<file path="src/rtl/spi_regfile_pkg.sv">
// Shared types and width defaults for the SPI register-file arbiter.
package spi_regfile_pkg;

  localparam int ADDR_W_DEF = 7;
  localparam int DATA_W_DEF = 8;

  typedef enum logic [1:0] {
    IDLE   = 2'd0,
    ISSUE  = 2'd1,
    RDWAIT = 2'd2
  } state_e;

  typedef enum logic {
    OWN_SPI = 1'b0,
    OWN_LOC = 1'b1
  } owner_e;

endpackage

</file>
<file path="src/rtl/spi_req_latch.sv">
// One-deep capture of SPI wr/rd strobes; strobes that cannot be held are
// discarded and reported on a one-cycle drop pulse.
module spi_req_latch
  import spi_regfile_pkg::*;
#(
  parameter int ADDR_W = ADDR_W_DEF,
  parameter int DATA_W = DATA_W_DEF
) (
  input  logic              clk,
  input  logic              rst_n,
  input  logic              wr,
  input  logic              rd,
  input  logic [ADDR_W-1:0] addr,
  input  logic [DATA_W-1:0] wdata,
  input  logic              clear,
  output logic              full,
  output logic              req_we,
  output logic [ADDR_W-1:0] req_addr,
  output logic [DATA_W-1:0] req_wdata,
  output logic              drop
);

  logic strobe;
  logic capture;

  assign strobe  = wr | rd;
  // A slot being freed on this edge can take the new strobe straight away.
  assign capture = strobe && (!full || clear);

  always_ff @(posedge clk or negedge rst_n) begin
    if (!rst_n) begin
      full      <= 1'b0;
      req_we    <= 1'b0;
      req_addr  <= '0;
      req_wdata <= '0;
      drop      <= 1'b0;
    end else begin
      drop <= strobe && ((full && !clear) || (wr && rd));
      if (capture) begin
        full      <= 1'b1;
        req_we    <= wr;
        req_addr  <= addr;
        req_wdata <= wdata;
      end else if (clear) begin
        full <= 1'b0;
      end
    end
  end

endmodule

</file>
<file path="src/rtl/spi_regfile_arbiter.sv">
// Arbitrates one single-port register RAM between SPI (strict priority) and a
// local req/ack port, sequencing each access and returning read data.
module spi_regfile_arbiter
  import spi_regfile_pkg::*;
#(
  parameter int ADDR_W = ADDR_W_DEF,
  parameter int DATA_W = DATA_W_DEF
) (
  input  logic              clk,
  input  logic              rst_n,
  input  logic              spi_wr,
  input  logic              spi_rd,
  input  logic [ADDR_W-1:0] spi_addr,
  input  logic [DATA_W-1:0] spi_wdata,
  output logic [DATA_W-1:0] spi_rdata,
  output logic              spi_rvalid,
  output logic              spi_drop,
  input  logic              loc_req,
  input  logic              loc_we,
  input  logic [ADDR_W-1:0] loc_addr,
  input  logic [DATA_W-1:0] loc_wdata,
  output logic              loc_ack,
  output logic [DATA_W-1:0] loc_rdata,
  output logic              mem_en,
  output logic              mem_we,
  output logic [ADDR_W-1:0] mem_addr,
  output logic [DATA_W-1:0] mem_wdata,
  input  logic [DATA_W-1:0] mem_rdata
);

  state_e            state;
  owner_e            owner;
  logic              lat_full;
  logic              lat_we;
  logic [ADDR_W-1:0] lat_addr;
  logic [DATA_W-1:0] lat_wdata;
  logic              spi_clear;
  logic              loc_grant_ok;

  assign spi_clear = (state == ISSUE) && (owner == OWN_SPI);
  // An SPI strobe arriving this edge wins the tie, and a request whose ack is
  // still showing is the one just served, not a new one.
  assign loc_grant_ok = loc_req && !loc_ack && !(spi_wr || spi_rd);

  spi_req_latch #(
    .ADDR_W(ADDR_W),
    .DATA_W(DATA_W)
  ) u_latch (
    .clk      (clk),
    .rst_n    (rst_n),
    .wr       (spi_wr),
    .rd       (spi_rd),
    .addr     (spi_addr),
    .wdata    (spi_wdata),
    .clear    (spi_clear),
    .full     (lat_full),
    .req_we   (lat_we),
    .req_addr (lat_addr),
    .req_wdata(lat_wdata),
    .drop     (spi_drop)
  );

  always_ff @(posedge clk or negedge rst_n) begin
    if (!rst_n) begin
      state      <= IDLE;
      owner      <= OWN_SPI;
      mem_en     <= 1'b0;
      mem_we     <= 1'b0;
      mem_addr   <= '0;
      mem_wdata  <= '0;
      spi_rdata  <= '0;
      spi_rvalid <= 1'b0;
      loc_rdata  <= '0;
      loc_ack    <= 1'b0;
    end else begin
      mem_en     <= 1'b0;
      mem_we     <= 1'b0;
      spi_rvalid <= 1'b0;
      loc_ack    <= 1'b0;
      case (state)
        IDLE: begin
          if (lat_full) begin
            state     <= ISSUE;
            owner     <= OWN_SPI;
            mem_en    <= 1'b1;
            mem_we    <= lat_we;
            mem_addr  <= lat_addr;
            mem_wdata <= lat_wdata;
          end else if (loc_grant_ok) begin
            state     <= ISSUE;
            owner     <= OWN_LOC;
            mem_en    <= 1'b1;
            mem_we    <= loc_we;
            mem_addr  <= loc_addr;
            mem_wdata <= loc_wdata;
          end
        end
        ISSUE: begin
          if (mem_we) begin
            state <= IDLE;
            if (owner == OWN_LOC) loc_ack <= 1'b1;
          end else begin
            state <= RDWAIT;
          end
        end
        RDWAIT: begin
          state <= IDLE;
          if (owner == OWN_SPI) begin
            spi_rdata  <= mem_rdata;
            spi_rvalid <= 1'b1;
          end else begin
            loc_rdata <= mem_rdata;
            loc_ack   <= 1'b1;
          end
        end
        default: state <= IDLE;
      endcase
    end
  end

endmodule

</file>
<file path="config.mk">
export PLATFORM = sky130hd
export DESIGN_NAME = spi_regfile_arbiter
export DESIGN_NICKNAME = d
export VERILOG_FILES = /design/src/rtl/spi_regfile_pkg.sv /design/src/rtl/spi_req_latch.sv /design/src/rtl/spi_regfile_arbiter.sv
export SDC_FILE = /design/constraint.sdc
export NUM_CORES = 1
export LEC_CHECK = 0
export ABC_CLOCK_PERIOD_IN_PS = 1600
export CORE_MARGIN = 2
export CORE_UTILIZATION = 55
export CTS_CLUSTER_SIZE = 16
export DETAILED_ROUTE_END_ITERATION = 10
export DONT_BUFFER_PORTS = 1
export HOLD_SLACK_MARGIN = 0.1
export PLACE_DENSITY = 0.78
export SLEW_MARGIN = 15
export SYNTH_ARGS = -nofsm -noshare
export SYNTH_HDL_FRONTEND = slang
export SYNTH_HIERARCHICAL = 1
export SYNTH_SLANG_ARGS = --single-unit
</file>
<file path="constraint.sdc">
create_clock -name clk -period 1.6 [get_ports clk]
set_input_delay 0.08 -clock clk [delete_from_list [all_inputs] [get_ports clk]]
set_output_delay 0.08 -clock clk [all_outputs]
set_load 0.005 [all_outputs]
</file>
== Word level (Yosys, flattened, before mapping) ==
Index checks and enable logic that the tools add are counted.
Word-level totals
  ROM bits: 0
  bits in latches: 0
  memories kept: 0
  bits of input ports: 44
  word-level logic and storage cells: 63
  register bits after elaboration: 56
  RAM bits: 0
Cells by class
  divide/modulo/power cells: 0
  $mul: 0
  $lt $le $gt $ge: 0
  multiplexer cells: 23
  equality and inequality tests: 3
  shifts and indexed selects: 0
  bitwise logic cells: 2
  add/subtract/negate cells: 0
  reductions and logical operators: 20
Operators by type and width (number)
  $mux 8: 2
  $mux 1: 14
  $mux 7: 2
  $logic_and 1x1->1: 7
  $mux 2: 3
  $reduce_and 2->1: 3
  $logic_not 1->1: 4
  $pmux 2 s2: 1
  $reduce_bool 2->1: 2
  $logic_or 1x1->1: 3
  $ne 3x2->1 const B: 1
  $eq 2x1->1 const B: 1
  $eq 2x2->1 const B: 1
  $logic_not 2->1: 1
  $pmux 1 s2: 1
  $not 1->1: 1
  $or 1x1->1: 1

== Longest topological paths before layout ==
Gate-level depths: netlist (run 1).
  depth after elaboration: 6
  mapped depth: 7

== Hierarchy ==
The synthesis (run 1) kept the hierarchy.
Modules (own cells, without submodules)
  spi_regfile_arbiter: cells each 152, area an instance 1779.2 um^2, times used 1, seq. area each 950.9 um^2
  spi_req_latch: cells each 42, area an instance 742.0 um^2, times used 1, seq. area each 450.4 um^2

== Least setup slack after synthesis (run 1) ==
OpenSTA, ideal clock, no wires.
  path kind: flip-flop to flip-flop
  start point: reg state[1]
  end point: reg u_latch.req_addr[0]
  clock period less this slack: 1.687 ns
  buffers on the path: 1
  arrival time: 1.562 ns
  required time: 1.475 ns
  cell stages (with the launch flop): 8
  slack: -0.087 ns
  setup time: 0.125 ns
  path through: dfrtp_1 -> inv_1 -> ha_1 -> nor2b_1 -> nor2b_4 -> a21oi_4 -> buf_12 -> mux2_4
On the way
  word-level cells in the longest chain between the ends: 4
Ends and longest elaborated chain
  from (decl): line spi_regfile_arbiter.sv:31  | state_e state;
  from (signal assigned): line spi_regfile_arbiter.sv:65  | state <= IDLE;
  from (signal assigned): line spi_regfile_arbiter.sv:83  | state <= ISSUE;
  from (signal assigned): line spi_regfile_arbiter.sv:90  | state <= ISSUE;
  $eq 2x1->1: line spi_regfile_arbiter.sv:40  | assign spi_clear = (state == ISSUE) && (owner == OWN_SPI);
  $logic_and 1x1->1: line spi_regfile_arbiter.sv:40
  via spi_clear: line spi_regfile_arbiter.sv:37  | logic spi_clear;
  $logic_or 1x1->1: line spi_req_latch.sv:28  | assign capture = strobe && (!full || clear);
  $logic_and 1x1->1: line spi_req_latch.sv:28
  to (signal assigned): line spi_req_latch.sv:42  | req_addr <= addr;
  to (decl): line spi_req_latch.sv:18  | output logic [ADDR_W-1:0] req_addr,
The timed path passes the listed nets, and every way through them passes these cells.
A chain may end at the register's enable or synchronous reset.

== Worst setup path after layout (run 1) ==
  start point: reg state[1]
  end point: reg u_latch.req_wdata[0]
On the way
  word-level cells in the longest chain between the ends: 4
Ends and longest elaborated chain
  $eq 2x1->1: line spi_regfile_arbiter.sv:40
  $logic_and 1x1->1: line spi_regfile_arbiter.sv:40
  via spi_clear: line spi_regfile_arbiter.sv:37
  $logic_or 1x1->1: line spi_req_latch.sv:28
  $logic_and 1x1->1: line spi_req_latch.sv:28
  to (signal assigned): line spi_req_latch.sv:43  | req_wdata <= wdata;
  to (decl): line spi_req_latch.sv:19  | output logic [DATA_W-1:0] req_wdata,
The timed path passes the listed nets, and every way through them passes these cells.

==> impl_metrics.json, run 1 <==
{
  "clock_latency_ns": 0.30,
  "yosys_warnings": 6,
  "cts_tree": "built",
  "ir_drop_v": 0.00107,
  "firstDrtPassIters": 4,
  "core-area_mm2": 0.00438,
  "whs_ns": 0.152,
  "crit_path_frequent_cell": "nor2b_4",
  "grt.overflow.total": 0,
  "seq_area_mm2": 0.00140,
  "slowest_stage": "dfrtp_1",
  "netlist-cell-type-count": 32,
  "worst_setup_path_end_kind": "register",
  "cts_buffers": 5,
  "crit_path_start_kind": "register",
  "p_leak_nw": 1.38,
  "die_w_um": 71.7,
  "crit_path_cell_trace": "inv_2 > ha_4 > nor2b_4 > nor2b_4 > a21oi_4 > buf_12 > mux2_4",
  "n_fill_cell": 281,
  "clock_skew_ns": 0.00781,
  "via_count": 1798,
  "placed_area_mm2": 0.00267,
  "grt_usage": 0.245,
  "slew_viol_final": 0,
  "num_rows": 24,
  "setup_slack_ns": -0.0503,
  "holdCritPathClass": "input pin to register",
  "fmaxAchievable_mhz": 606,
  "outcome": "complete, but fails checks",
  "clock-sinks": 56,
  "worstSetupPathType": "register to register",
  "drive_gt1_frac": 0.320,
  "timing.final.crit_period_ns": 1.65,
  "ys.flop_type": "dfrtp_1",
  "fin_area_mm2": 0.00337,
  "violations": "negative setup slack",
  "hold_violations": 0,
  "combPwrFrac": 0.405,
  "use_met2": 0.403,
  "postLayoutCoreUtil": 0.769,
  "worst_ep_arrival_time_ns": 1.84,
  "first_global_vias": 1872,
  "finalSetupViolCount": 15,
  "syn_avg_cell_area_um2": 13.0,
  "multi_input_area_mm2": 0.00114,
  "powerDensity_mw_per_mm2": 1870,
  "grt.busiest_layer": "met2",
  "drcViolationCount": 0,
  "die-area_mm2": 0.00514,
  "antenna_cells": 0,
  "p_total_mw": 6.29,
  "finalCritPeriodShare": 1.03,
  "grt_max_degree": 57,
  "via_per_inst": 6.07,
  "die_h_um": 71.7,
  "layout-area-overhead-vs-synth_pct": 33.8,
  "antenna_found_initial": 0,
  "synth_edf_count": 0,
  "drv_cap": 0,
  "switchingPower_mw": 2.08,
  "syn_inst": 194,
  "use_met1": 0.322,
  "routedWlPerCell_um": 20.8,
  "clockRootBuffer": "clkbuf_8",
  "pin_count": 80,
  "h-tree-depth": 2,
  "grt_pass1_wl_um": 9640,
  "rsz0062_at_grt": "true",
  "routed_wl_um": 6140,
  "setup_tns_ns": -0.441,
  "dp_hpwl_um": 3760,
  "detail-route-antenna-nets": 0,
  "internal_power_mw": 4.21,
  "synth-seq-cells": 56,
  "final_nets": 291,
  "synth_async_sr_flop_share": 1.00,
  "timing.slew.headroom": 0.760,
  "clockPowerShare": 0.165,
  "cts_max_path_buffers": 2,
  "ys_seq_area_frac": 0.556,
  "cpPeakStageDelay_ns": 0.41,
  "drt-initial-drc-count": 101,
  "worstPathRequired_ns": 1.78,
  "clk_pin_slew_ns": 0.09,
  "cp_max_fo": 10,
  "portBuffers": 0,
  "seq_power_share": 0.430,
  "syn-num-nets": 241,
  "place.gp.congestion": 0.756,
  "synth_area_mm2": 0.00252,
  "start_util": 0.575,
  "p_sw_frac": 0.330,
  "met3_usage": 0.0619,
  "worstMarginPinSlew_ns": 0.360
}
-- sequential cells by signal (all words and copies together) (netlist names), 2 cells and up --
register / flops
loc_rdata: 8
state: 2
mem_wdata: 8
u_latch/req_wdata: 8
spi_rdata: 8
mem_addr: 7
u_latch/req_addr: 7
-- power groups by stage --
stage                     clock network (mW)  logic (mW)  registers [mW]
after floorplan                            0        1.72            2.54
after global placement                     0        2.08            2.66
after detailed placement                   0        2.21            2.71
after CTS                               1.07        2.40            2.69
after global routing                    1.13        2.75            2.78
final                                   1.04        2.55            2.71
-- cells in the mapped netlist (all sizes together), types with 2 or more instances --
cell / count / area (um2)
nand3b: 2 / 15.0
inv: 5 / 18.8
nor4b: 16 / 186
nor3: 30 / 150
nand2: 4 / 15.0
nor2b: 2 / 20.0
o22ai: 15 / 93.8
a21oi: 4 / 31.3
mux2: 31 / 387
clkbuf: 10 / 37.5
o21ai: 2 / 10.0
buf: 4 / 40.0
dfrtp: 56 / 1400
nand2b: 2 / 12.5
ha: 3 / 37.5
-- cells in the final DEF, fill, tap and decap left out, types with 2 or more instances in the layout --
cell and n:
buf_4 7, dlygate4sd3_1 42, o21ai_0 2, mux2_4 15, mux2_2 16, o22ai_1 15
nand3b_1 2, nand2_1 3, nor4b_2 13, nor3_1 30, inv_2 2, bufinv_16 2
buf_12 5, inv_1 3, nor4b_4 2, nand2b_1 2, dfrtp_1 56, buf_6 2
clkbuf_8 5, nor2b_4 2, a21oi_1 3
-- kinds of logic (layout without fill, tap and decap cells) --
logic type	Yosys count	in the layout	share of synthesized area
simple gates	59	59	0.167
flops	56	56	0.556
mux	32	32	0.157
compound gates	24	24	0.0630
buf+inv	19	69	0.0382
fa+ha+maj	4	4	0.0189
-- worst paths after layout --
check,end,slack [ns],from,cells after the start
worst min register to register,u_latch/req_we,0.51,u_latch/req_we,2
min in group asynchronous,mem_wdata[1],0.31,rst_n,2
max in group asynchronous,mem_wdata[5],1.05,rst_n,2
worst max register to register,u_latch/req_wdata[0],-0.05,state[1],7
worst max-delay path,u_latch/req_wdata[0],-0.05,state[1],7
worst min-delay path,mem_en,0.15,spi_wr,3
-- repair_timing --
item	4_1_cts	5_1_grt
hold buffers	42	1
resized for setup	7	16
endpoints found under the setup margin	11	38
hold endpoints to repair	106	1
pin swaps	0	0
buffers inserted	0	2
-- area by class of cell --
cell class                      instances  share of cell area
Tap cell                               52              0.0193
Clock inverter                          2              0.0178
Timing Repair Buffer                   57               0.185
Multi-Input combinational cell        119               0.337
Sequential cell                        56               0.415
Clock buffer                            5              0.0204
Inverter                                5             0.00556
-- layer usage --
metal	wire length, um	up-vias	share of wire
met1	2440	905	0.40
met4	127	0	0.021
li1	-	814	-
met3	293	14	0.048
met5	0	-	0
met2	3280	65	0.53
-- per-stage QoR --
stage,std cells,setup slack [ns]
global placement,244,0.0258
detailed placement,244,-0.0394
global route,296,-0.0818
floorplan,194,0.00959
finish,296,-0.0503
CTS,293,-0.0175
-- critical path: cells and delay by family (launching register included) --
kind            cells  cell delay, ns
mux                 1            0.31
simple gates        2            0.20
flops               1            0.41
compound gates      1            0.18
buf+inv             2            0.29
fa+ha+maj           1            0.15
Power figures use the tool's default switching activity.
==> run 2, diff against run 1 <==
--- a/config.mk
+++ b/config.mk
@@ -13,6 +13,7 @@
 export DONT_BUFFER_PORTS = 1
 export HOLD_SLACK_MARGIN = 0.1
 export PLACE_DENSITY = 0.78
+export SKIP_CTS_REPAIR_TIMING = 1
 export SLEW_MARGIN = 15
 export SYNTH_ARGS = -nofsm -noshare
 export SYNTH_HDL_FRONTEND = slang
==> impl_metrics.json, run 2 (synthesis results as in run 1) <==
{
  "final_cell_mix": "dfrtp_1 (56), dlygate4sd3_1 (42), nor3_1 (30), mux2_2 (16)",
  "grt_max_degree": 57,
  "clock_skew_ns": 0.00664,
  "first_global_vias": 1682,
  "crit_path_start_kind": "register",
  "multi_input_area_mm2": 0.00114,
  "min-delay-start": "spi_wr",
  "drt-initial-drc-count": 151,
  "timing.rr.end": "u_latch/req_wdata[3]",
  "drcViolationCount": 0,
  "slew_viol_final": 0,
  "portBuffers": 0,
  "placed_area_mm2": 0.00267,
  "cts_buffers": 5,
  "final_nets": 291,
  "clk_pin_slew_ns": 0.09,
  "holdCritPathClass": "input pin to register",
  "antenna_found_initial": 0,
  "seq_area_mm2": 0.00140,
  "antenna_cells": 0,
  "timing.slew.headroom": 0.762,
  "core-area_mm2": 0.00438,
  "timing.final.crit_period_ns": 1.61,
  "grt_usage": 0.214,
  "setup_tns_ns": -0.0324,
  "hold_depth": 3,
  "worst_setup_path_end_kind": "register",
  "grt_pass1_wl_um": 8470,
  "worstPathRequired_ns": 1.78,
  "die_h_um": 71.7,
  "cts_max_path_buffers": 2,
  "finalCritPeriodShare": 1.01,
  "routedWlPerCell_um": 20.9,
  "grt.overflow.total": 0,
  "place.gp.congestion": 0.756,
  "r2r_cells": 7,
  "drv_cap": 0,
  "slowest_stage": "dfrtp_1",
  "worstMarginPinSlew_ns": 0.356,
  "worst_ep_arrival_time_ns": 1.80,
  "layout-area-overhead-vs-synth_pct": 33.5,
  "firstDrtPassIters": 4,
  "reg2reg_from": "state[1]",
  "cp_max_fo": 10,
  "ff2ff_setup_slack_ns": -0.01,
  "violations": "negative setup slack",
  "hold_violations": 0,
  "cts_tree": "built",
  "num_rows": 24,
  "die-area_mm2": 0.00514,
  "n_fill_cell": 269,
  "rsz0062_at_grt": "true",
  "crit_path_frequent_cell": "nor2b_4",
  "powerDensity_mw_per_mm2": 1870,
  "drive_gt1_frac": 0.320,
  "start_util": 0.575,
  "h-tree-depth": 2,
  "outcome": "complete, but fails checks",
  "crit_path_cell_trace": "inv_2 > ha_4 > nor2b_4 > nor2b_4 > a21oi_4 > buf_12 > mux2_4",
  "fmaxAchievable_mhz": 619,
  "clock_latency_ns": 0.30,
  "cpPeakStageDelay_ns": 0.41,
  "layout_commonest_cell": "dfrtp_1",
  "die_w_um": 71.7,
  "pin_count": 80,
  "worstSetupPathType": "register to register",
  "setup_slack_ns": -0.0144,
  "detail-route-antenna-nets": 0,
  "via_per_inst": 6.10,
  "clockRootBuffer": "clkbuf_8",
  "path_delay_family": "flip-flops",
  "fin_area_mm2": 0.00337,
  "finalSetupViolCount": 7,
  "via_count": 1807,
  "clock-sinks": 56,
  "dp_hpwl_um": 3760,
  "p_leak_nw": 1.37,
  "ir_drop_v": 0.00105,
  "routed_wl_um": 6180,
  "whs_endpoint": "mem_en",
  "worst-path-buf-inv": 2
}
## run 2: cell count changes in the layout (fill, tap and decap cells not counted)
| cell | change |
|---|---|
| buf_6 | +1 |
| or4b_1 | +1 |
| buf_12 | -1 |
| nor4b_1 | -1 |
| or4b_4 | -1 |
| nor4b_2 | +1 |
## run 2: power by group
part / internal, mW / switching [mW] / leakage (nW)
registers: 2.12 / 0.596 / 0.652
logic: 1.48 / 1.05 / 0.659
clock network: 0.616 / 0.429 / 0.0642
## run 2: per-stage QoR
step	setup slack [ns]	hold WS, ns	util	cells	total power, mW
2_1_floorplan	0.00959	-0.216	-	194	4.26
3_3_place_gp	0.0258	-0.214	0.609	244	4.74
3_5_place_dp	-0.0394	-0.214	0.609	244	4.92
4_1_cts	-0.0661	-0.548	0.638	251	5.98
5_1_grt	-0.0595	0.149	0.768	296	6.63
6_report	-0.0144	0.152	0.768	296	6.29
## run 2: layout make-up
class	count	area share
Timing Repair Buffer	57	0.182
Tap cell	52	0.0193
Multi-Input combinational cell	119	0.338
Clock buffer	5	0.0204
Inverter	5	0.00557
Sequential cell	56	0.416
Clock inverter	2	0.0178
## run 2: worst min-delay path, delay by kind of cell
family                 cells  cell delay (ns)
and+or+nand+nor            1             0.03
AOI/OAI and AO/OA          1             0.16
buffers and inverters      1             0.14
## run 2: worst max-delay path by stage
stage | start | end | cells past startpoint
finish | state[1] | u_latch/req_wdata[3] | 7
global route | state[1] | u_latch/req_wdata[3] | 7
CTS | loc_ack | mem_wdata[1] | 4
detailed placement | loc_ack | mem_wdata[1] | 4
global placement | loc_ack | mem_wdata[1] | 4
floorplan | loc_ack | mem_addr[2] | 5
## run 2: per-layer routing
metal / up-vias / GRT usage / share of wire
li1: 806 / - / -
met1: 923 / 0.281 / 0.39
met2: 72 / 0.347 / 0.54
met3: 6 / 0.0703 / 0.059
met4: 0 / 0.0545 / 0.0099
met5: - / 0 / 0
